### config.mk
export PLATFORM = sky130hd
export DESIGN_NAME = uart_boot_loader_ctrl
export DESIGN_NICKNAME = d
export VERILOG_FILES = /design/src/rtl/uart_boot_loader_ctrl.sv
export SDC_FILE = /design/constraint.sdc
export NUM_CORES = 1
export LEC_CHECK = 0
export ABC_AREA = 1
export BUFFER_PORTS_ARGS = -buffer_cell sky130_fd_sc_hd__buf_2
export CORE_MARGIN = 2
export CORE_UTILIZATION = 60
export DETAILED_ROUTE_END_ITERATION = 7
export PLACE_DENSITY_LB_ADDON = 0.12
export RECOVER_POWER = 25
export SYNTH_ARGS = -nofsm -noshare
export SYNTH_HDL_FRONTEND = slang
export SYNTH_SLANG_ARGS = --single-unit
### constraint.sdc
create_clock -name clk -period 3.45 [get_ports clk]
set_input_delay 0.5175 -clock clk [delete_from_list [all_inputs] [get_ports clk]]
set_output_delay 0.5175 -clock clk [all_outputs]
set_load 0.01 [all_outputs]
### src/rtl/uart_boot_loader_ctrl.sv
// rtl/uart_boot_loader_ctrl.sv - UART boot loader: header word count, word assembly, program memory writes, ack byte, core release
// Outputs are masked while rst is high so a reset aborts any pending write or ack at once.
module uart_boot_loader_ctrl #(
  parameter int          ADDR_W   = 15,
  parameter logic [7:0]  ACK_BYTE = 8'hAA
) (
  input  logic              clk,
  input  logic              rst,
  input  logic              rx_valid,
  input  logic [7:0]        rx_data,
  output logic              mem_we,
  output logic [ADDR_W-1:0] mem_addr,
  output logic [31:0]       mem_wdata,
  input  logic              mem_ready,
  output logic              tx_valid,
  output logic [7:0]        tx_data,
  input  logic              tx_ready,
  output logic              core_start,
  output logic              busy,
  output logic              err
);

  typedef enum logic [2:0] {
    S_HDR   = 3'd0,
    S_DATA  = 3'd1,
    S_WRITE = 3'd2,
    S_ACK   = 3'd3,
    S_RUN   = 3'd4
  } state_t;

  localparam logic [32:0] MAX_N = 33'd1 << ADDR_W;

  state_t            state_q, state_d;
  logic [1:0]        bcnt_q, bcnt_d;
  logic [31:0]       hdr_q, hdr_d;
  logic [31:0]       asm_q, asm_d;
  logic [ADDR_W-1:0] addr_q, addr_d;
  logic [ADDR_W:0]   rem_q, rem_d;
  logic              err_q, err_d;

  logic [31:0]       hdr_word;
  logic [31:0]       asm_word;

  // Bytes arrive little-endian, so each new byte enters at the top and shifts down.
  assign hdr_word = {rx_data, hdr_q[31:8]};
  assign asm_word = {rx_data, asm_q[31:8]};

  always_comb begin
    state_d = state_q;
    bcnt_d  = bcnt_q;
    hdr_d   = hdr_q;
    asm_d   = asm_q;
    addr_d  = addr_q;
    rem_d   = rem_q;
    err_d   = err_q;
    case (state_q)
      S_HDR: begin
        if (rx_valid) begin
          hdr_d  = hdr_word;
          bcnt_d = bcnt_q + 2'd1;
          if (bcnt_q == 2'd3) begin
            if (hdr_word == 32'd0) begin
              state_d = S_ACK;
            end else if ({1'b0, hdr_word} > MAX_N) begin
              err_d = 1'b1;
            end else begin
              state_d = S_DATA;
              addr_d  = '0;
              rem_d   = hdr_word[ADDR_W:0];
            end
          end
        end
      end
      S_DATA: begin
        if (rx_valid) begin
          asm_d  = asm_word;
          bcnt_d = bcnt_q + 2'd1;
          if (bcnt_q == 2'd3) begin
            state_d = S_WRITE;
          end
        end
      end
      S_WRITE: begin
        // A byte landing here has nowhere to go: drop it and flag the overrun.
        if (rx_valid) begin
          err_d = 1'b1;
        end
        if (mem_ready) begin
          addr_d  = addr_q + ADDR_W'(1);
          rem_d   = rem_q - (ADDR_W+1)'(1);
          state_d = (rem_q == (ADDR_W+1)'(1)) ? S_ACK : S_DATA;
        end
      end
      S_ACK: begin
        if (tx_ready) begin
          state_d = S_RUN;
        end
      end
      S_RUN: begin
        state_d = S_RUN;
      end
      default: begin
        state_d = S_HDR;
      end
    endcase
  end

  always_ff @(posedge clk) begin
    if (rst) begin
      state_q <= S_HDR;
      bcnt_q  <= '0;
      hdr_q   <= '0;
      asm_q   <= '0;
      addr_q  <= '0;
      rem_q   <= '0;
      err_q   <= 1'b0;
    end else begin
      state_q <= state_d;
      bcnt_q  <= bcnt_d;
      hdr_q   <= hdr_d;
      asm_q   <= asm_d;
      addr_q  <= addr_d;
      rem_q   <= rem_d;
      err_q   <= err_d;
    end
  end

  assign mem_we     = !rst && (state_q == S_WRITE);
  assign mem_addr   = rst ? '0 : addr_q;
  assign mem_wdata  = rst ? 32'd0 : asm_q;
  assign tx_valid   = !rst && (state_q == S_ACK);
  assign tx_data    = (!rst && (state_q == S_ACK)) ? ACK_BYTE : 8'd0;
  assign core_start = !rst && (state_q == S_RUN);
  assign busy       = !rst && (((state_q == S_HDR) && (bcnt_q != 2'd0)) ||
                               (state_q == S_DATA) || (state_q == S_WRITE) ||
                               (state_q == S_ACK));
  assign err        = !rst && err_q;

endmodule

==> impl_metrics.yaml, run 1 <==
status:
  status: "finished, final reports clean"
clock_network:
  clk_path_buf_depth: 2
  cts-root-buf: "clkbuf_8"
  cts_hold_buf: 0
  cts_resized: 0
  post-cts-setup-buffers: 0
  cts_tree: "yes"
  cts_buffers: 9
  cts_num_sinks: 93
  cts_max_level: 3
  clock_latency_ns: 0.36
  cts.reportedPaths.clkPinSlew_ns: 0.09
critical_path:
  crit_type: "in2reg"
  cp_slowest_cell: "clkbuf_1"
  end_kind: "register"
  crit_arrival_ns: 2.98
  crit_top_cell: "clkbuf_1"
  cp_cell_sequence: "clkbuf_1, buf_4, inv_1, clkbuf_1, o21ai_0, a21oi_1"
  worstSetupStartpointType: "input pin"
  path_max_fanout: 36
  crit_buf_inv: 4
  cp.required_ns: 3.74
  critPathTopFamily: "buffers and inverters"
  slowest_delay_ns: 1.03
placed_design:
  placed_area_sq_mm: 0.00513
  port-buffer-count: 68
  preCtsSetupSlack_ns: 0.867
  dp_hpwl_mm: 8.30
  gp_congestion: 0.883
drt:
  vias: 4830
  drc: 0
  ant_nets: 0
  drt_wl_total_mm: 11.6
  wl_per_cell_um: 12.9
  routed_via_density: 5.37
  drt_iter0_drc: 301
  firstDrtPassIters: 5
floorplan:
  die_x_um: 93.7
  die_height_um: 93.7
  dieArea_sq_mm: 0.00878
  start_util_pct: 62.1
  rows: 32
  ios: 73
  coreArea_sq_mm: 0.00777
yosys:
  yosys.cell_types.count: 32
  synth_compound_area_share_pct: 16.2
  synth-seq-cells: 93
  yosysSeqAreaShare_pct: 38.6
  synth_top_family_by_area: "simple AND/OR/NAND/NOR gates"
  synth-adder-area-share_pct: 1.30
  synth.mux.area_fraction_pct: 0
  synth_xor_area_share_pct: 1.09
  yosys.area_share.simple_pct: 31.0
  synth_cells: 750
  netlist_area_sq_mm: 0.00483
  ys_warn_count: 0
  syn_area_per_cell_sq_um: 6.44
cells_and_area:
  fin_util_pct: 68.4
  multiInputGateArea_sq_mm: 0.00241
  fillers: 736
  finalNetCount: 810
  fin_area_sq_mm: 0.00531
  antenna_cells: 0
  final_layout_size_suffix_gt1_share_pct: 11.7
  regArea_sq_mm: 0.00186
  syn2layout_area_growth_pct: 10.0
sta:
  finalSetupViolations: 0
  final.setup_skew_ns: 0.0112
  finalCritPeriodShare_pct: 78.0
  hold_ws_ns: 0.454
  slew_headroom_pct: 5.84
  finalCriticalPeriod_ns: 2.69
  fin_ws_ns: 0.760
  hold_viol: 0
  tightest_slew_ns: 1.41
  finalMaxSlewViolations: 0
  rsz0062_at_grt: "no"
  clock.fmax_mhz: 372
  finalSetupTns_ns: 0
global_routing:
  use_met2_pct: 45.0
  grt.busiest_layer: "met2"
  globalRouteMet3Util_pct: 3.53
  first_global_vias: 4382
  grt_pass1_wl_mm: 19.3
  grt_use_total_pct: 27.0
  gr-usage-met1_pct: 35.9
  grt_remaining_overflow: 0
  grt_max_degree: 65
  antenna_found_initial: 0
pwr:
  seqPwrFrac_pct: 56.9
  vdd_drop_max_mv: 0.249
  leakagePower_nw: 2.31
  pwr-share-comb_pct: 6.2
  power.switching_w: 0.000513
  swShare_pct: 26.5
  power_frac_clock_pct: 36.9
  power.density_mw_per_mm2: 364
  p_int_w: 0.00142
min_path:
  min_path_type: "in2reg"
flow_run:
  maxCapViolations: 0
[state kept, by name, indices dropped and copies added (netlist names)]
| signal | count |
|---|---|
| state_q | 3 |
| asm_q | 32 |
| hdr_q | 24 |
| rem_q | 16 |
| bcnt_q | 2 |
| err_q | 1 |
| addr_q | 15 |
[power by group through the flow]
| stage | logic, W | registers, W | clock network (W) |
|---|---|---|---|
| floorplan | 0.0000885 | 0.00112 | 0 |
| global placement | 0.000118 | 0.00112 | 0 |
| detailed placement | 0.000120 | 0.00112 | 0 |
| CTS | 0.000121 | 0.00110 | 0.000724 |
| global route | 0.000137 | 0.00110 | 0.000764 |
| finish | 0.000120 | 0.00110 | 0.000713 |
[layout make-up]
type                       count  area share [%]
tap                          102            2.40
multi-input combinational    524            45.5
sequential                    93            35.1
clock inverter                 6            1.04
clock buffer                  10            2.59
timing repair buffer          76            7.23
inverter                      88            6.22
[path summary, 6_finish.rpt]
kind	from	endpoint	slack (ns)	depth (start not counted)
worst max-delay path	rst	asm_q[31]$_SDFFE_PP0P_	0.76	6
worst min-delay path	rx_data[0]	hdr_q[24]$_SDFFE_PP0P_	0.45	3
worst max register to register	state_q[0]$_SDFFE_PP0P_	rem_q[7]$_SDFFE_PP0P_	1.12	9
worst min register to register	asm_q[1]$_SDFFE_PP0P_	asm_q[1]$_SDFFE_PP0P_	0.46	2
[through the flow]
| step | power [W] | std cells |
|---|---|---|
| after floorplan | 0.00121 | 753 |
| after global placement | 0.00124 | 883 |
| after detailed placement | 0.00124 | 883 |
| after CTS | 0.00194 | 899 |
| after global routing | 0.00200 | 899 |
| final | 0.00193 | 899 |
[worst reg2reg max path: stages (launching register included)]
cell     delay, ns
dfxtp_1       0.52
nor2_4        0.08
inv_2         0.05
nor2_1        0.03
buf_4         0.21
a21oi_4       0.43
nand2_4       0.37
nor2_4        0.40
nand2_1       0.10
nand2_1       0.09
[cells by family after synthesis]
family,Yosys count
adder cells (fa/ha/maj),5
XOR/XNOR,6
AND/OR/NAND/NOR,360
other,1
AO/OA/AOI/OAI,149
flip-flops,93
buffers and inverters,136
[layer usage]
layer / share of wire [%] / wire [um]
met5: 0 / 0
met1: 47 / 5420
met4: 1.5 / 175
met3: 5.6 / 656
met2: 46 / 5360
[layout by cell type, fill, tap and decap left out, drive strengths merged]
master | synthesis | layout
nand4 | 4 | 4
clkinvlp | 0 | 2
conb | 1 | 4
buf | 26 | 67
nor3b | 3 | 3
o22ai | 3 | 3
a211oi | 3 | 3
o31ai | 1 | 1
o21bai | 2 | 2
a21oi | 77 | 77
o21ai | 63 | 63
nand3b | 1 | 1
ha | 5 | 5
clkbuf | 22 | 19
xor2 | 6 | 6
and2 | 1 | 1
dfxtp | 93 | 93
nor3 | 2 | 2
nor2 | 130 | 130
nand3 | 71 | 71
clkinv | 1 | 2
inv | 87 | 90
nand2 | 148 | 148
[cells in the mapped netlist]
master / instances / area, sq um
nor2_4: 2 / 22.5
nand4_1: 4 / 25.0
buf_1: 6 / 22.5
xor2_1: 6 / 52.6
o22ai_2: 1 / 12.5
nor2_1: 128 / 480
o21ai_0: 62 / 310
nor3_1: 2 / 10.0
buf_6: 1 / 11.3
o22ai_1: 2 / 12.5
nand2_4: 1 / 11.3
nand3b_1: 1 / 7.51
nor3b_1: 3 / 22.5
o21ai_1: 1 / 5.00
buf_4: 10 / 75.1
nand2_2: 2 / 12.5
clkbuf_1: 22 / 82.6
nand2_1: 145 / 544
dfxtp_1: 93 / 1860
clkinv_1: 1 / 3.75
o21bai_1: 2 / 15.0
a211oi_1: 3 / 22.5
ha_1: 5 / 62.6
inv_2: 2 / 7.51
nand3_1: 71 / 355
buf_2: 9 / 45.0
a21oi_4: 1 / 16.3
and2_0: 1 / 6.26
o31ai_1: 1 / 7.51
conb_1: 1 / 3.75
a21oi_1: 76 / 380
inv_1: 85 / 319
Power figures use the tool's default switching activity.
==> run 2, diff against run 1 <==
--- a/config.mk
+++ b/config.mk
@@ -8,7 +8,7 @@
 export ABC_AREA = 1
 export BUFFER_PORTS_ARGS = -buffer_cell sky130_fd_sc_hd__buf_2
 export CORE_MARGIN = 2
-export CORE_UTILIZATION = 60
+export CORE_UTILIZATION = 52
 export DETAILED_ROUTE_END_ITERATION = 7
 export PLACE_DENSITY_LB_ADDON = 0.12
 export RECOVER_POWER = 25
==> constraint.sdc (replaced) <==
create_clock -name clk -period 2.4 [get_ports clk]
set_input_delay 0.36 -clock clk [delete_from_list [all_inputs] [get_ports clk]]
set_output_delay 0.36 -clock clk [all_outputs]
set_load 0.01 [all_outputs]
==> run 2 against run 1 <==
- sequential share of layout area down 0.46 points
- design area grew 1.3%
- routed wire length grew 2.2%
- critical path type is now reg2reg
==> impl_metrics.yaml, run 2 (synthesized netlist as in run 1, its figures left out) <==
global_routing:
  grt_max_degree: 59
  grt_pass1_wl_mm: 20.0
  first_global_vias: 4395
  antenna_found_initial: 0
  grt_use_total_pct: 24.2
  grt_remaining_overflow: 0
clock_network:
  cts_resized: 0
  cts.reportedPaths.clkPinSlew_ns: 0.10
  cts_hold_buf: 0
  cts_tree: "yes"
  cts_buffers: 9
  cts-root-buf: "clkbuf_8"
  cts_max_level: 3
  clock_latency_ns: 0.37
  clk_path_buf_depth: 2
  post-cts-setup-buffers: 0
  cts_num_sinks: 93
cells_and_area:
  fillers: 897
  fin_area_sq_mm: 0.00538
  regArea_sq_mm: 0.00186
  top_register: "asm_q"
  antenna_cells: 0
  multiInputGateArea_sq_mm: 0.00241
  final_layout_size_suffix_gt1_share_pct: 10.7
  top_regs: "asm_q x32, hdr_q x24, rem_q x16"
  final_cell_mix: "145 x nand2_1, 128 x nor2_1, 93 x dfxtp_1"
  largest_register_ffs: 32
  finalNetCount: 817
  final_common_cell: "nand2_1"
  syn2layout_area_growth_pct: 11.5
critical_path:
  critical_path.endpoint: "rem_q[12]$_SDFFE_PP0P_"
  startpoint: "state_q[0]$_SDFFE_PP0P_"
  cp.depth: 10
  slowest_delay_ns: 0.41
  path_max_fanout: 26
  end_kind: "register"
  cp_cell_sequence: "nor2_4, clkinv_1, nor2_1, clkbuf_1, a21oi_4, nand2_4, buf_4, nand2_1, nand2_1, nor2_1"
  crit_buf_inv: 3
  regToRegStartpoint: "state_q[0]$_SDFFE_PP0P_"
  crit_arrival_ns: 2.32
  reg2reg_to: "rem_q[12]$_SDFFE_PP0P_"
  worstSetupStartpointType: "register"
  cp_slowest_cell: "dfxtp_1"
  cp.required_ns: 2.67
  r2r_slack_ns: 0.34
  crit_type: "reg2reg"
  critPathTopFamily: "simple AND/OR/NAND/NOR gates"
  reg2reg_depth: 10
status:
  status: "finished, final reports clean"
flow_run:
  maxCapViolations: 0
sta:
  slew_headroom_pct: 59.7
  clock.fmax_mhz: 486
  finalSetupTns_ns: 0
  finalCriticalPeriod_ns: 2.06
  tightest_slew_ns: 0.604
  hold_viol: 0
  finalSetupViolations: 0
  final.setup_skew_ns: 0.0146
  rsz0062_at_grt: "no"
  finalCritPeriodShare_pct: 85.7
  finalMaxSlewViolations: 0
pwr:
  swShare_pct: 26.4
  vdd_drop_max_mv: 0.321
  p_int_w: 0.00213
  power.switching_w: 0.000765
  power_frac_clock_pct: 39.3
  seqPwrFrac_pct: 54.6
  power.density_mw_per_mm2: 538
  leakagePower_nw: 2.30
  pwr-share-comb_pct: 6.1
floorplan:
  start_util_pct: 53.0
  ios: 73
  coreArea_sq_mm: 0.00911
  die_height_um: 100
  rows: 35
  die_x_um: 100
  dieArea_sq_mm: 0.0101
drt:
  drt_wl_total_mm: 11.9
  firstDrtPassIters: 6
  drt_iter0_drc: 244
  drc: 0
  vias: 4835
  routed_via_density: 5.28
  ant_nets: 0
  wl_per_cell_um: 13.0
placed_design:
  placed_area_sq_mm: 0.00521
  port-buffer-count: 68
  gp_congestion: 0.884
  dp_hpwl_mm: 8.53
min_path:
  hold_start: "rx_data[4]"
  min_path_type: "in2reg"
-- run 2: power groups by stage --
stage	registers (W)	logic (W)	clock network, W
after floorplan	0.00161	0.000127	0
after global placement	0.00162	0.000179	0
after detailed placement	0.00162	0.000180	0
after CTS	0.00158	0.000181	0.00116
after global routing	0.00159	0.000200	0.00123
final	0.00158	0.000177	0.00114
-- run 2: area by class of cell --
type	count	area share, %
Multi-Input combinational cell	524	44.8
Sequential cell	93	34.6
Timing Repair Buffer	83	7.84
Inverter	88	6.14
Tap cell	111	2.58
Clock buffer	9	2.30
Clock inverter	7	1.77
-- run 2: layer usage --
layer  GRT usage (%)  wire length (um)
met2            38.4              5440
met4            8.54               205
met3            4.18               725
met1            33.2              5500
met5               0                 0
-- run 2: worst min-delay path by stage --
stage | endpoint | slack [ns] | depth (start not counted)
detailed placement | asm_q[6]$_SDFFE_PP0P_ | 0.45 | 2
finish | hdr_q[28]$_SDFFE_PP0P_ | 0.29 | 3
CTS | hdr_q[28]$_SDFFE_PP0P_ | 0.28 | 3
global placement | asm_q[2]$_SDFFE_PP0P_ | 0.44 | 2
global route | hdr_q[29]$_SDFFE_PP0P_ | 0.29 | 3
floorplan | asm_q[7]$_SDFFE_PP0P_ | 0.43 | 2
-- run 2: worst min-delay path, stage by stage --
cell     delay, ns
buf_2         0.12
nand3_1       0.07
a21oi_1       0.06
-- run 2: metrics by stage --
step / std cells / worst slack [ns] / utilization [%] / hold slack, ns / power, W
after floorplan: 753 / 0.760 / - / 0.430 / 0.00174
after global placement: 899 / 0.458 / 57.2 / 0.440 / 0.00180
after detailed placement: 899 / 0.429 / 57.2 / 0.446 / 0.00180
after CTS: 915 / 0.445 / 59.6 / 0.279 / 0.00292
after global routing: 915 / 0.148 / 59.1 / 0.289 / 0.00301
final: 915 / 0.344 / 59.1 / 0.288 / 0.00290
